**config.mk**
```make
export PLATFORM = sky130hd
export DESIGN_NAME = spi_regfile_peripheral
export DESIGN_NICKNAME = d
export VERILOG_FILES = /design/src/rtl/spi_regfile_peripheral.sv
export SDC_FILE = /design/constraint.sdc
export NUM_CORES = 1
export LEC_CHECK = 0
export CORE_AREA = 2 2 85 87
export CTS_CLUSTER_SIZE = 14
export DETAILED_ROUTE_END_ITERATION = 8
export DIE_AREA = 0 0 87 89
export GPL_TIMING_DRIVEN = 0
export PLACE_DENSITY = 0.67
export SLEW_MARGIN = 5
export SYNTH_ARGS = -nofsm -noshare
export SYNTH_HDL_FRONTEND = slang
export SYNTH_SLANG_ARGS = --single-unit
```
**constraint.sdc**
```tcl
create_clock -name clk -period 4.5 [get_ports clk]
set_clock_uncertainty 0.05 [all_clocks]
set_input_delay 0.9 -clock clk [delete_from_list [all_inputs] [get_ports clk]]
set_output_delay 0.9 -clock clk [all_outputs]
set_load 0.01 [all_outputs]
```
**src/rtl/spi_regfile_peripheral.sv**
```systemverilog
// SPI register-file target: oversampled SPI (CPHA=0) decoding one R/W+ADDR+DATA frame per nCS window.
// Optional CIPO readback is enabled by defining SPI_READBACK_EN.
module spi_regfile_peripheral #(
  parameter int ADDR_W = 7,
  parameter int DATA_W = 8,
  parameter int NUM_REGS = 5,
  parameter int CPOL = 0,
  parameter logic [DATA_W-1:0] RESET_VAL = '0
) (
  input  logic                       clk,
  input  logic                       rst_n,
  input  logic                       sclk_i,
  input  logic                       ncs_i,
  input  logic                       copi_i,
  output logic                       cipo_o,
  output logic                       cipo_oe_o,
  output logic [NUM_REGS*DATA_W-1:0] regs_o,
  output logic                       wr_stb_o,
  output logic [ADDR_W-1:0]          wr_addr_o
);

  localparam int FRAME = 1 + ADDR_W + DATA_W;
  localparam int CNT_W = $clog2(FRAME + 2);
  localparam logic SCLK_IDLE = (CPOL != 0);

  typedef enum logic [1:0] {IDLE, ADDR, DATA, DONE} state_t;

  state_t             state;
  logic [CNT_W-1:0]   cnt;
  logic [FRAME-1:0]   sr;
  logic [DATA_W-1:0]  regs [NUM_REGS];
  logic               armed, settled;
  logic               sclk_s1, sclk_s2, sclk_s3;
  logic               ncs_s1, ncs_s2, ncs_s3;
  logic               copi_s1, copi_s2;

  logic sclk_edge, lead, trail, ncs_fall, ncs_rise;
  assign sclk_edge = sclk_s2 ^ sclk_s3;
  assign lead      = sclk_edge && (sclk_s2 != SCLK_IDLE);
  assign trail     = sclk_edge && (sclk_s2 == SCLK_IDLE);
  assign ncs_fall  = !ncs_s2 && ncs_s3;
  assign ncs_rise  = ncs_s2 && !ncs_s3;

  // Frame fields once the full frame has been shifted in.
  logic              f_rw;
  logic [ADDR_W-1:0] f_addr;
  logic [DATA_W-1:0] f_data;
  logic              commit_ok;
  assign f_rw      = sr[FRAME-1];
  assign f_addr    = sr[FRAME-2 -: ADDR_W];
  assign f_data    = sr[DATA_W-1:0];
  assign commit_ok = (state == DONE) && (cnt == CNT_W'(FRAME)) && f_rw &&
                     ({1'b0, f_addr} < (ADDR_W+1)'(NUM_REGS));

`ifdef SPI_READBACK_EN
  // Address/R-W as they will stand after the incoming (last address) bit is shifted in.
  logic [ADDR_W-1:0] rd_addr;
  logic              rd_rw;
  logic [DATA_W-1:0] rd_data;
  logic [DATA_W-1:0] sout;
  assign rd_addr = {sr[ADDR_W-2:0], copi_s2};
  assign rd_rw   = sr[ADDR_W-1];

  always_comb begin
    rd_data = '0;
    for (int k = 0; k < NUM_REGS; k++)
      if (rd_addr == ADDR_W'(k)) rd_data = regs[k];
  end

  assign cipo_o    = sout[DATA_W-1];
  assign cipo_oe_o = !ncs_s2;
`else
  assign cipo_o    = 1'b0;
  assign cipo_oe_o = 1'b0;
`endif

  always_ff @(posedge clk) begin
    if (!rst_n) begin
      sclk_s1   <= SCLK_IDLE;
      sclk_s2   <= SCLK_IDLE;
      sclk_s3   <= SCLK_IDLE;
      ncs_s1    <= 1'b1;
      ncs_s2    <= 1'b1;
      ncs_s3    <= 1'b1;
      copi_s1   <= 1'b0;
      copi_s2   <= 1'b0;
      state     <= IDLE;
      cnt       <= '0;
      sr        <= '0;
      armed     <= 1'b0;
      settled   <= 1'b0;
      wr_stb_o  <= 1'b0;
      wr_addr_o <= '0;
      for (int k = 0; k < NUM_REGS; k++) regs[k] <= RESET_VAL;
`ifdef SPI_READBACK_EN
      sout      <= '0;
`endif
    end else begin
      sclk_s1 <= sclk_i;
      sclk_s2 <= sclk_s1;
      sclk_s3 <= sclk_s2;
      ncs_s1  <= ncs_i;
      ncs_s2  <= ncs_s1;
      ncs_s3  <= ncs_s2;
      copi_s1 <= copi_i;
      copi_s2 <= copi_s1;
      // The sync flops hold their reset value for one cycle; only arm on a real high sample.
      settled <= 1'b1;
      if (settled && ncs_s1 && ncs_s2) armed <= 1'b1;
      wr_stb_o <= 1'b0;

      if (ncs_rise) begin
        if (commit_ok) begin
          for (int k = 0; k < NUM_REGS; k++)
            if (f_addr == ADDR_W'(k)) regs[k] <= f_data;
          wr_addr_o <= f_addr;
          wr_stb_o  <= 1'b1;
        end
        state <= IDLE;
        cnt   <= '0;
`ifdef SPI_READBACK_EN
        sout  <= '0;
`endif
      end else if (ncs_fall) begin
        if (armed) begin
          state <= ADDR;
          cnt   <= '0;
          sr    <= '0;
        end
`ifdef SPI_READBACK_EN
        sout <= '0;
`endif
      end else if (state != IDLE) begin
        if (lead) begin
          sr <= {sr[FRAME-2:0], copi_s2};
          if (cnt != CNT_W'(FRAME + 1)) cnt <= cnt + CNT_W'(1);
          case (state)
            ADDR:    if (cnt == CNT_W'(ADDR_W)) state <= DATA;
            DATA:    if (cnt == CNT_W'(FRAME - 1)) state <= DONE;
            default: ;
          endcase
`ifdef SPI_READBACK_EN
          if (state == ADDR && cnt == CNT_W'(ADDR_W) && !rd_rw) sout <= rd_data;
`endif
        end
`ifdef SPI_READBACK_EN
        // MSB is presented straight after loading; shifting starts once it has been sampled.
        else if (trail && cnt >= CNT_W'(ADDR_W + 2)) begin
          sout <= {sout[DATA_W-2:0], 1'b0};
        end
`endif
      end
    end
  end

  for (genvar g = 0; g < NUM_REGS; g++) begin : g_regs_o
    assign regs_o[g*DATA_W +: DATA_W] = regs[g];
  end

endmodule

```
Yosys cells after proc, flatten, opt, wreduce, memory -nomap -nowiden
Memories as Yosys holds them, arrays and structs flattened.
Index checks and enable logic that the tools add are counted.
{"block": "word_totals", "register_bits": 41, "latch_bits": 0, "ramBits": 40, "romBits": 0, "output_inout_bits": 50, "elab_cells": 111, "memories": 1}
{"block": "classes", "addsub": 1, "multipliers": 0, "n_div": 0, "n_lt_le_gt_ge": 1, "eq_ne": 14, "shift": 0, "mux": 49, "n_bitwise": 8, "reduce_logical": 22}
{"name": "regs", "words": 5, "width": 8, "read_ports": 5, "rd_ports_with_merged_regs": 0, "wr": 5, "line_no": "31", "text": "logic [DATA_W-1:0] regs [NUM_REGS];"}
{"cell": "two-way mux 16 bit", "count": 4}
{"cell": "two-way mux 8 bit", "count": 5}
{"cell": "two-way mux 1 bit", "count": 28}
{"cell": "two-way mux 5 bit", "count": 5}
{"cell": "equality test 7 x 2 -> 1 bit, second input constant", "count": 2}
{"cell": "two-way mux 2 bit", "count": 6}
{"cell": "logical AND 1 bit", "count": 8}
{"cell": "AND reduction 4 bit", "count": 2}
{"cell": "nonzero test 2 bit", "count": 4}
{"cell": "equality test 7 x 1 -> 1 bit, second input constant", "count": 1}
{"cell": "equality test 7 x 3 -> 1 bit, second input constant", "count": 1}
{"cell": "logical NOT 7 bit", "count": 1}
{"cell": "< comparator 7 x 3 -> 1 bit, second input constant", "count": 1}
{"cell": "inequality test 3 bit, second input constant", "count": 2}
{"cell": "AND reduction 6 bit", "count": 1}
{"cell": "adder 5 x 1 -> 5 bit, second input constant", "count": 1}
{"cell": "equality test 5 x 3 -> 1 bit, second input constant", "count": 1}
{"cell": "equality test 5 x 4 -> 1 bit, second input constant", "count": 1}
{"cell": "equality test 5 bit, second input constant", "count": 1}
{"cell": "inequality test 5 bit, second input constant", "count": 1}
{"cell": "OR 1 bit", "count": 5}
{"cell": "equality test 2 bit, second input constant", "count": 2}
{"cell": "one-hot mux 2 bit (2 select lines)", "count": 1}
{"cell": "AND reduction 2 bit", "count": 2}
{"cell": "other kinds (7)", "count": 9}

Depth between registers and ports, before layout
{"block": "logic_depth", "word_depth": 9, "ltp_mapped": 7, "mapped_depth_nobuf": 6}

Least setup slack after synthesis
No wires, ideal clock.
{"block": "synth_timing", "kind": "register -> register", "startpoint": "register sr[11]", "endpoint": "memory regs[1][2], in the netlist regs[0][10], enable pin", "setup_time_ps": 384, "arrival_ps": 1851, "t_required_ps": 4066, "slack_ps": 2215, "stages_incl_launch_ff": 5, "n_path_buf": 1, "synth_period_minus_slack_ps": 2285, "cell_sequence": "dfxtp_1 -> nor4_1 -> nand4_1 -> buf_2 -> o21ai_0"}
{"element": "start: declaration", "line_no": "30", "text": "logic [FRAME-1:0] sr;"}
{"element": "start signal: assignment", "line_no": "135", "text": "sr <= {sr[FRAME-2:0], copi_s2};"}
{"element": "end: declaration", "line_no": "31"}

==> summary.md <==
The flow ran to the end, and the final reports show no timing, DRC or antenna violations. For this run, the leading register cell type out of synthesis is sky130_fd_sc_hd__dfxtp_1. The logs give 3780 µm for the placed wire-length estimate after detailed placement and 70.5% for the sequential-to-total area share from yosys stat. Power spread over the standard cell area amounts to 383 nW/µm².

sky130_fd_sc_hd__edfxtp_1 takes more of the synthesized area than any other cell. The cell family contributing the most delay on the critical path is compound AO/OA/AOI/OAI gates. The number of gates given a new drive strength after cts was 0; the post-synthesis average cell area was 13.7 µm². Row generation in the floorplan step produced 30 rows. In this run the post-CTS setup repair buffer count came out at 0. The logs give 0 for the number of max-cap violations and 359 for the number of cells in the finished layout apart from fillers.

Synthesis instantiated 43 different standard cells from the library. Cells with a size suffix above 1 make up 11.1% of the layout. Period utilization: 65.5%. The clock drives 81 sinks. The tools report the hold violation total from the final report as 0. After synthesis, the share of flip-flops with an asynchronous set or reset is 0%. In the routed design, unresolved DRC markers number 0. Compared with the post-synthesis result, the final layout area differs by 28.7%. The critical path starts at sr[11]$_SDFFE_PN0P_.

The buffer and inverter count on the worst path is 1, and the storage element area is 2020 µm². Routability-driven placement finished with a final weighted congestion of 0.738. The detailed-route wire length per cell was 15.2 µm; the first-pass GRT wire length was 8420 µm. The highest layer touched by signal routing is met4.

The minimum clock period after layout was 2.95 ns; the worst slew slack as a fraction of its limit was 14.5%. The count of state elements after synthesis is 81. Synthesis produced a netlist whose cell count is 210.

The startpoint identified for the worst hold timing path is sclk_s1$_SDFF_PN0_. After detailed placement, the design holds a cell count of 343. The worst setup path is launched from a flop. The number of pins exceeding their max-slew limit in the final report came out at 0. After the last flow step, the layout net total stands at 283. The floorplan step defined a die boundary enclosing 7740 µm².

After clock tree synthesis, the clock-pin slew on the worst setup and hold paths is 0.08 ns. The clock latency reported for the late side of the worst-skew pair was 0.35 ns. Number of enable flip-flop cells after synthesis: 40.

The fill cell instance count of the final layout came out at 560. The run gives 4 as the number of detailed-route iterations in the first pass. Setup repair after global routing left no endpoint under its margin. The slowest stage of the critical path is the sky130_fd_sc_hd__o21ai_0 cell. The wire length on met3 is 330 µm.

The die height is 89 µm, and the post-synth design cell area is 2870 µm². Hold is met by 0.388 ns. Buffers inserted during clock tree synthesis total 9.

The root buffer cell chosen for the clock tree is sky130_fd_sc_hd__clkbuf_8. The initial antenna violation count was 0. Total wirelength of the detailed-routed design: 5450 µm.

The tools report the final global-route overflow total as 0. For this design the static power due to leakage is 1.35 nW. The global-route total usage across every layer is 14.9%, and the maximum fanout along the worst path is 10. Summed over all nets, wire length on met2 after detailed routing comes to 2490 µm.

The critical path goes through nor4_1 -> nand4_1 -> buf_2 -> o21ai_0. The Yosys step of the flow raised 0 warnings. At the pin with the least slew margin, the transition time is 1.27 ns. During I/O placement, the number of pins put on the boundary was 55.

Across the VDD grid, the largest voltage drop is 0.000202 V. Count of hold buffers inserted by post-cts repair: 0. Entering global routing, the biggest net connects 16 pins. The H-tree was split into 3 levels. Timing would allow up to 339 MHz. The logs give 0 for the number of failing setup endpoints in the final timing report and 769 µm² for the footprint of the multi-input gates. The detailed router finished its first iteration with 102 violations.

0 antenna diodes ended up in the layout. Data on the critical path arrives at its endpoint at 2.86 ns. For the required time of the worst setup path, the log shows 4.42 ns. The critical path is of the flop to flop type. The worst setup path is captured at a flop. The final total negative setup slack was 0 ns.

Reg-to-reg startpoint: sr[11]$_SDFFE_PN0P_. The clock passes through at most 2 buffers. TritonCTS built the clock tree. The library cell used most frequently in the layout, excluding fill and tap cells, is sky130_fd_sc_hd__clkdlybuf4s50_1.

For this configuration, the core starts out at a cell density of 42.7%. The floorplan die width came out at 87 µm. For the wire length the detailed router placed on met1, the log shows 2480 µm. The region available for standard cell placement spans 6720 µm².

The largest single stage delay on the critical path is 1.01 ns. In this run the remaining antenna-violating nets after routing total 0. In the routed layout, each cell is associated on average with a via count of 5.00. Classification of the worst-slack hold path: flop to flop. The via total after detailed routing was 1794.

The number of global-route vias before repair is 1646, and the count of input and output buffers is 52. Of the post-synthesis cell area, the dominant cell type holds 41.9%. Yosys attributes the largest share of cell area to sky130_fd_sc_hd__edfxtp_1 (42%), sky130_fd_sc_hd__dfxtp_1 (29%), sky130_fd_sc_hd__a22o_1 (4.9%).

The top cell types in the final layout, fill and taps aside, are sky130_fd_sc_hd__clkdlybuf4s50_1 (52), sky130_fd_sc_hd__dfxtp_1 (41), sky130_fd_sc_hd__edfxtp_1 (40).
-- flip-flops by register name, summed over array words and instances (netlist names) --
register   count
state          2
ncs_s2         1
sclk_s1        1
regs          40
copi_s2        1
ncs_s3         1
copi_s1        1
sr            16
wr_stb_o       1
armed          1
cnt            5
sclk_s2        1
settled        1
ncs_s1         1
sclk_s3        1
wr_addr_o      7
-- final timing paths --
check	end	slack, ns	cells after the start
worst max-delay path	regs[0][30]$_DFFE_PP_	1.55	4
worst min-delay path	sclk_s2$_SDFF_PN0_	0.39	1
worst max register to register	regs[0][30]$_DFFE_PP_	1.55	4
worst min register to register	sclk_s2$_SDFF_PN0_	0.39	1
-- routing by layer --
layer  vias up  GRT usage (%)
li1        897              -
met1       829           18.3
met2        57           22.8
met3        11           5.17
met4         0           8.66
met5         -              0
-- cell families after synthesis --
logic type / share of synthesized area, %
mux: 1.83
flops: 70.5
fa+ha+maj: 1.74
simple gates: 13.6
xor+xnor: 0.305
compound gates: 9.07
buf+inv: 2.83
other cells: 0.131
-- power by group --
| group | leakage, nW | switching [mW] | internal (mW) |
|---|---|---|---|
| Sequential | 0.712 | 0.00779 | 0.794 |
| Clock | 0.102 | 0.271 | 0.261 |
| Combinational | 0.533 | 0.0382 | 0.0410 |
| Total | 1.35 | 0.317 | 1.10 |
-- cell type report --
| type | instances | share of cell area, % |
|---|---|---|
| buffer | 11 | 1.49 |
| clock buffer | 9 | 3.36 |
| clock inverter | 7 | 2.00 |
| inverter | 7 | 0.712 |
| multi-input combinational | 112 | 20.8 |
| sequential | 81 | 54.8 |
| tap | 80 | 2.71 |
| timing repair buffer | 52 | 14.1 |
-- through the flow --
| stage | util, % | cell area, µm² | worst slack (ns) | power (mW) |
|---|---|---|---|---|
| after global routing | 54.9 | 3690 | 1.27 | 1.47 |
| after CTS | 54.9 | 3690 | 1.51 | 1.43 |
| after detailed placement | 52.0 | 3490 | 1.51 | 0.900 |
| final | 54.9 | 3690 | 1.55 | 1.41 |
| after floorplan | - | 2870 | 2.22 | 0.850 |
| after global placement | 52.0 | 3490 | 1.39 | 0.898 |
-- cells in the mapped netlist, types with 2 or more instances --
library cell / n
sky130_fd_sc_hd__buf_2: 5
sky130_fd_sc_hd__and2_1: 13
sky130_fd_sc_hd__nand2_1: 11
sky130_fd_sc_hd__clkbuf_1: 4
sky130_fd_sc_hd__nor2_1: 8
sky130_fd_sc_hd__mux2i_1: 3
sky130_fd_sc_hd__buf_4: 2
sky130_fd_sc_hd__mux2_2: 2
sky130_fd_sc_hd__and3_1: 6
sky130_fd_sc_hd__nand3_1: 6
sky130_fd_sc_hd__nor4_1: 2
sky130_fd_sc_hd__ha_1: 4
sky130_fd_sc_hd__o21ai_0: 6
sky130_fd_sc_hd__nand2b_1: 5
sky130_fd_sc_hd__a21oi_1: 3
sky130_fd_sc_hd__a22o_1: 16
sky130_fd_sc_hd__nand4_1: 3
sky130_fd_sc_hd__edfxtp_1: 40
sky130_fd_sc_hd__inv_1: 7
sky130_fd_sc_hd__dfxtp_1: 41
No activity file was read; power rests on OpenSTA's default activity.
==> RTL change 1, RTL diff (same settings) <==
Re-encode `state_t` (4 states) as one-hot, 4 bits wide.
--- a/src/rtl/spi_regfile_peripheral.sv
+++ b/src/rtl/spi_regfile_peripheral.sv
@@ -25,3 +25,3 @@
 
-  typedef enum logic [1:0] {IDLE, ADDR, DATA, DONE} state_t;
+  typedef enum logic [3:0] {IDLE = 4'b0001, ADDR = 4'b0010, DATA = 4'b0100, DONE = 4'b1000} state_t;
 
Function: no difference found for any inputs over 10 cycles, from zero or initial values and one cycle with rst_n low; not proved beyond that.
==> RTL change 1 against the original RTL <==
- setup slack better by 330 ps
- register-to-register slack better by 430 ps
- combinational power is 8.1% higher
- non-clock buffer count is 2 lower
- sequential share of layout area is 0.96 points lower
- clock power is 5.5% lower
- cell count is 3.6% higher
- cell area is 3.8% higher
- area after synthesis is 4.8% higher
- total power is 0.36% lower
- sequential cell count is 2 higher
- wire length is 5.0% higher
- die area stayed put
- largest cell class unchanged
==> RTL change 1: results (changes against the original RTL) <==
----------------------------------------------------
[Timing]
  Post-route fraction of the period consumed by the critical path ... 58.1% (was 65.5%)
  Worst hold margin ... 387 ps (was 388 ps)
  Relative slew slack ... 37.3% (was 14.5%)

[Final layout]
  Final cell count without fillers ... 372 (was 359)
  Bufs w/o clock ... 61 (was 63)
  Clock tree cell share of total cell area ... 4.83% (was 5.36%)
  Number of inserted filler cells in the final layout ... 522 (was 560)
  Multi-input gate share of the layout cell area ... 22.8% (was 20.8%)
  Clock buffer instance count of the final layout ... 12 (was 9)
  NonClk Buf Share ... 15.1% (was 15.6%)

[Synthesis]
  Netlist cell types ... 50 (was 43)
  Register bit count reported by yosys ... 83 (was 81)
  Cell types with the highest counts after synthesis ... dfxtp_1 (43), edfxtp_1 (40), a22o_1 (15) (was dfxtp_1 (41), edfxtp_1 (40), a22o_1 (16))

[Worst setup path]
  Launch point of the worst reg-to-reg path ... ncs_s2 (was sr[11])
  Logic depth of the worst register-to-register path ... 5 (was 4)
  Launching instance or port of the critical path ... rst_n (was sr[11])
  WP data arrival ... 2850 ps (was 2860 ps)

[Power and ir drop]
  Clk pwr ... 503 uW (was 532 uW)
  Internal portion of total power ... 1.11 mW (was 1.10 mW)

[Detailed routing]
  Wire length per cell ... 15.4 um (was 15.2 um)
  Initial DRC Count ... 122 (was 102)

[Placement]
  HPWL after detailed placement ... 4170 um (was 3780 um)

[Status]
  Result of the run ... completed (unchanged)

[GRT]
  Global-route wire length before repair ... 9270 um (was 8420 um)
  Vias in the first global route ... 1840 (was 1646)
  Largest net degree at the start of global routing ... 14 (was 16)

----------------------------------------------------
RTL change 1: metrics by stage:
stage               cell area [um^2]  power [mW]  utilization (%)
CTS                             3830        1.42             57.0
finish                          3830        1.41             57.0
global placement                3630       0.920             54.0
detailed placement              3650       0.924             54.3
global route                    3830        1.46             57.0
floorplan                       3010       0.872                -
RTL change 1: logic make-up after synthesis:
| logic type | after synthesis | share of synthesized area (%) |
|---|---|---|
| AOI/OAI and AO/OA | 49 | 12.2 |
| adders and majority gates | 4 | 1.66 |
| buffers and inverters | 17 | 2.79 |
| DFF | 83 | 68.6 |
| muxes | 2 | 0.666 |
| other | 1 | 0.125 |
| and+or+nand+nor | 66 | 14.0 |
RTL change 1: routing by layer:
metal	vias up	global-route usage, %	wire [um]
li1	959	-	-
met1	915	19.9	2630
met2	62	26.2	2690
met3	6	4.89	324
met4	0	7.24	77
met5	-	0	0
RTL change 1: worst max-delay path, delay by kind of cell:
family	cells	cell delay, ps
AOI/OAI and AO/OA	2	580
buffers and inverters	5	1170
and+or+nand+nor	1	190
==> RTL change 2, RTL diff (same flow settings) <==
Made on the original files. Set the parameter `CPOL` to 1 (it was 0).
--- a/src/rtl/spi_regfile_peripheral.sv
+++ b/src/rtl/spi_regfile_peripheral.sv
@@ -6,3 +6,3 @@
   parameter int NUM_REGS = 5,
-  parameter int CPOL = 0,
+  parameter int CPOL = 1,
   parameter logic [DATA_W-1:0] RESET_VAL = '0
Check against the original RTL: same outputs for any inputs over 10 cycles, from zero or initial values and one cycle with rst_n low; that may be too few to reach the edited logic, so the function may still have changed.
==> RTL change 2 against the original RTL <==
- sequential cell count unchanged
- cell area is 1.2% higher
- critical path depth up 1
- total power fell by 2.0%
- sequential power barely moved
- die area is the same
- setup slack better by 280 ps
- wire length down 0.90%
- fmax is 10% higher
- first-iteration DRC count shrank 14%
- area after synthesis is 1.9% higher
- cell count decreased by 0.28%
- largest cell class unchanged
- largest power group unchanged
- highest routed layer unchanged
==> RTL change 2: results (changes against the original RTL) <==
----------------------------------------------------
[Status]
  Result of the run ... completed (unchanged)

[Worst hold path]
  Worst min-delay path endpoint ... sclk_s2 (unchanged)
  Hold path startpoint ... sclk_s1 (unchanged)

[Synthesis]
  Adder-cell area share of the yosys netlist ... 1.71% (was 1.74%)
  Netlist cell types ... 43 (unchanged)
  Cell types with the highest counts after synthesis ... dfxtp_1 (41), edfxtp_1 (40), a22o_1 (16) (unchanged)
  Post-synthesis area per instance ... 14.0 um^2 (was 13.7 um^2)
  Mux share of post-synthesis cell area ... 1.80% (was 1.83%)
  Post-synthesis compound-gate area fraction ... 9.16% (was 9.07%)
  Sequential share of the synthesized area ... 69.2% (was 70.5%)
  Post-synthesis share of cell area spent on xor and xnor gates ... 0.300% (was 0.305%)
  Cell types occupying the most area after synthesis ... edfxtp_1 (41%), dfxtp_1 (28%), a22o_1 (4.8%), and2_1 (2.1%), nand2b_1 (1.9%) (was edfxtp_1 (42%), dfxtp_1 (29%), a22o_1 (4.9%), and2_1 (2.8%), ha_1 (1.7%))

[Final layout]
  Diode count ... 0 (unchanged)
  Number of inserted filler cells in the final layout ... 569 (was 560)
  Final nets ... 282 (was 283)
  Proportion of layout cells with a drive suffix above 1 ... 11.2% (was 11.1%)
  Largest Register ... regs (unchanged)

[GRT]
  Vias in the first global route ... 1715 (was 1646)
  Global-route wire length before repair ... 8500 um (was 8420 um)
  GRT Overall Usage ... 14.8% (was 14.9%)
  Largest net degree at the start of global routing ... 14 (was 16)

[Power and ir drop]
  Peak ir drop on the vdd network ... 259 uV (was 202 uV)
  P_sw ... 291 uW (was 317 uW)
  Cell leakage power ... 1.36 nW (was 1.35 nW)

[Clock tree]
  Maximum buffer depth of the clock tree ... 2 (unchanged)
  Source-to-sink clock delay at the later pin of the worst-skew pair ... 340 ps

[Detailed routing]
  DR vias/cell ... 5.05 (was 5.00)
  Initial DRC Count ... 88 (was 102)
  Wire length per cell ... 15.1 um (was 15.2 um)
  Count of unresolved DRC violations after routing ... 0 (unchanged)

[Worst setup path]
  Family of cells with the greatest summed delay on the critical path ... simple AND/OR/NAND/NOR gates (was compound AO/OA/AOI/OAI gates)
  WP data arrival ... 2580 ps (was 2860 ps)
  Worst path slowest cell ... o21ai_1 (was o21ai_0)
  Register-to-register path setup slack ... 1830 ps (was 1550 ps)
  Worst R2R End ... regs[0][15] (was regs[0][30])
  Largest stage delay, worst path ... 760 ps (was 1010 ps)
  Logic depth of the worst register-to-register path ... 5 (was 4)

[Placement]
  Place WS ... 1450 ps (was 1510 ps)
  Gp weighted congestion ... 0.758 (was 0.738)
  HPWL after detailed placement ... 3760 um (was 3780 um)

[Timing]
  Relative slew slack ... 36.7% (was 14.5%)
  Worst hold margin ... 367 ps (was 388 ps)

----------------------------------------------------
-- RTL change 2: cell count changes in the layout (fill, tap and decap cells not counted), sizes merged, moves of 3 or more --
cell,change
nand2b,+4
inv,-5
and2,-4
nor2b,+4
nand3b,+3
-- RTL change 2: worst max-delay path by stage --
stage / cells past startpoint / endpoint / start / slack [ps]
final: 5 / regs[0][15] / sr[11] / 1830
after global routing: 5 / regs[0][12] / sr[11] / 1630
after CTS: 5 / regs[0][5] / sr[11] / 1420
after detailed placement: 5 / regs[0][3] / sr[11] / 1450
after global placement: 5 / regs[0][11] / sr[11] / 1450
after floorplan: 5 / regs[0][0] / sr[11] / 2220
-- RTL change 2: cells by family (layout without fill, tap and decap cells) --
| kind of cell | count (synthesis) | count (layout) |
|---|---|---|
| AO/OA/AOI/OAI | 33 | 33 |
| XOR/XNOR | 1 | 1 |
| adder cells (fa/ha/maj) | 4 | 4 |
| buffers and inverters | 14 | 82 |
| flip-flops | 81 | 81 |
| multiplexers | 5 | 5 |
| other | 1 | 2 |
| AND/OR/NAND/NOR | 70 | 70 |
-- RTL change 2: per-layer routing --
| layer | routed length, um | share of wire (%) | track usage (%) |
|---|---|---|---|
| met5 | 0 | 0 | 0 |
| met4 | 104 | 1.9 | 8.10 |
| met3 | 304 | 5.6 | 4.34 |
| met2 | 2540 | 47 | 23.0 |
| met1 | 2460 | 45 | 18.7 |
-- RTL change 2: final cells by class --
class / instances / area share [%]
multi-input cells: 115 / 22.2
clock inverters: 4 / 1.44
well taps: 80 / 2.68
clock buffers: 12 / 3.62
repair buffers: 52 / 13.9
inverters: 6 / 0.603
plain buffers: 8 / 1.44
flip-flops and latches: 81 / 54.1
-- RTL change 2: power by group through the flow --
| stage | combinational (mW) | sequential (mW) | clock (mW) |
|---|---|---|---|
| final | 0.0798 | 0.802 | 0.503 |
| after global routing | 0.0861 | 0.804 | 0.551 |
| after CTS | 0.0812 | 0.802 | 0.520 |
| after detailed placement | 0.0811 | 0.819 | 0 |
| after global placement | 0.0795 | 0.819 | 0 |
| after floorplan | 0.0218 | 0.829 | 0 |
-- RTL change 2: through the flow --
| stage | instances | util (%) | power [mW] | cell area (um^2) |
|---|---|---|---|---|
| 6_report | 358 | 55.6 | 1.38 | 3740 |
| 5_1_grt | 358 | 55.6 | 1.44 | 3740 |
| 4_1_cts | 358 | 55.6 | 1.40 | 3740 |
| 3_5_place_dp | 342 | 52.8 | 0.900 | 3550 |
| 3_3_place_gp | 342 | 52.8 | 0.898 | 3550 |
| 2_1_floorplan | 210 | - | 0.850 | 2930 |
-- RTL change 2: worst reg2reg max path: cells and delay by family, from the launching register on --
family	cells	cell delay, ps
DFF	1	340
and+or+nand+nor	3	900
AOI/OAI and AO/OA	1	760
buffers and inverters	1	240
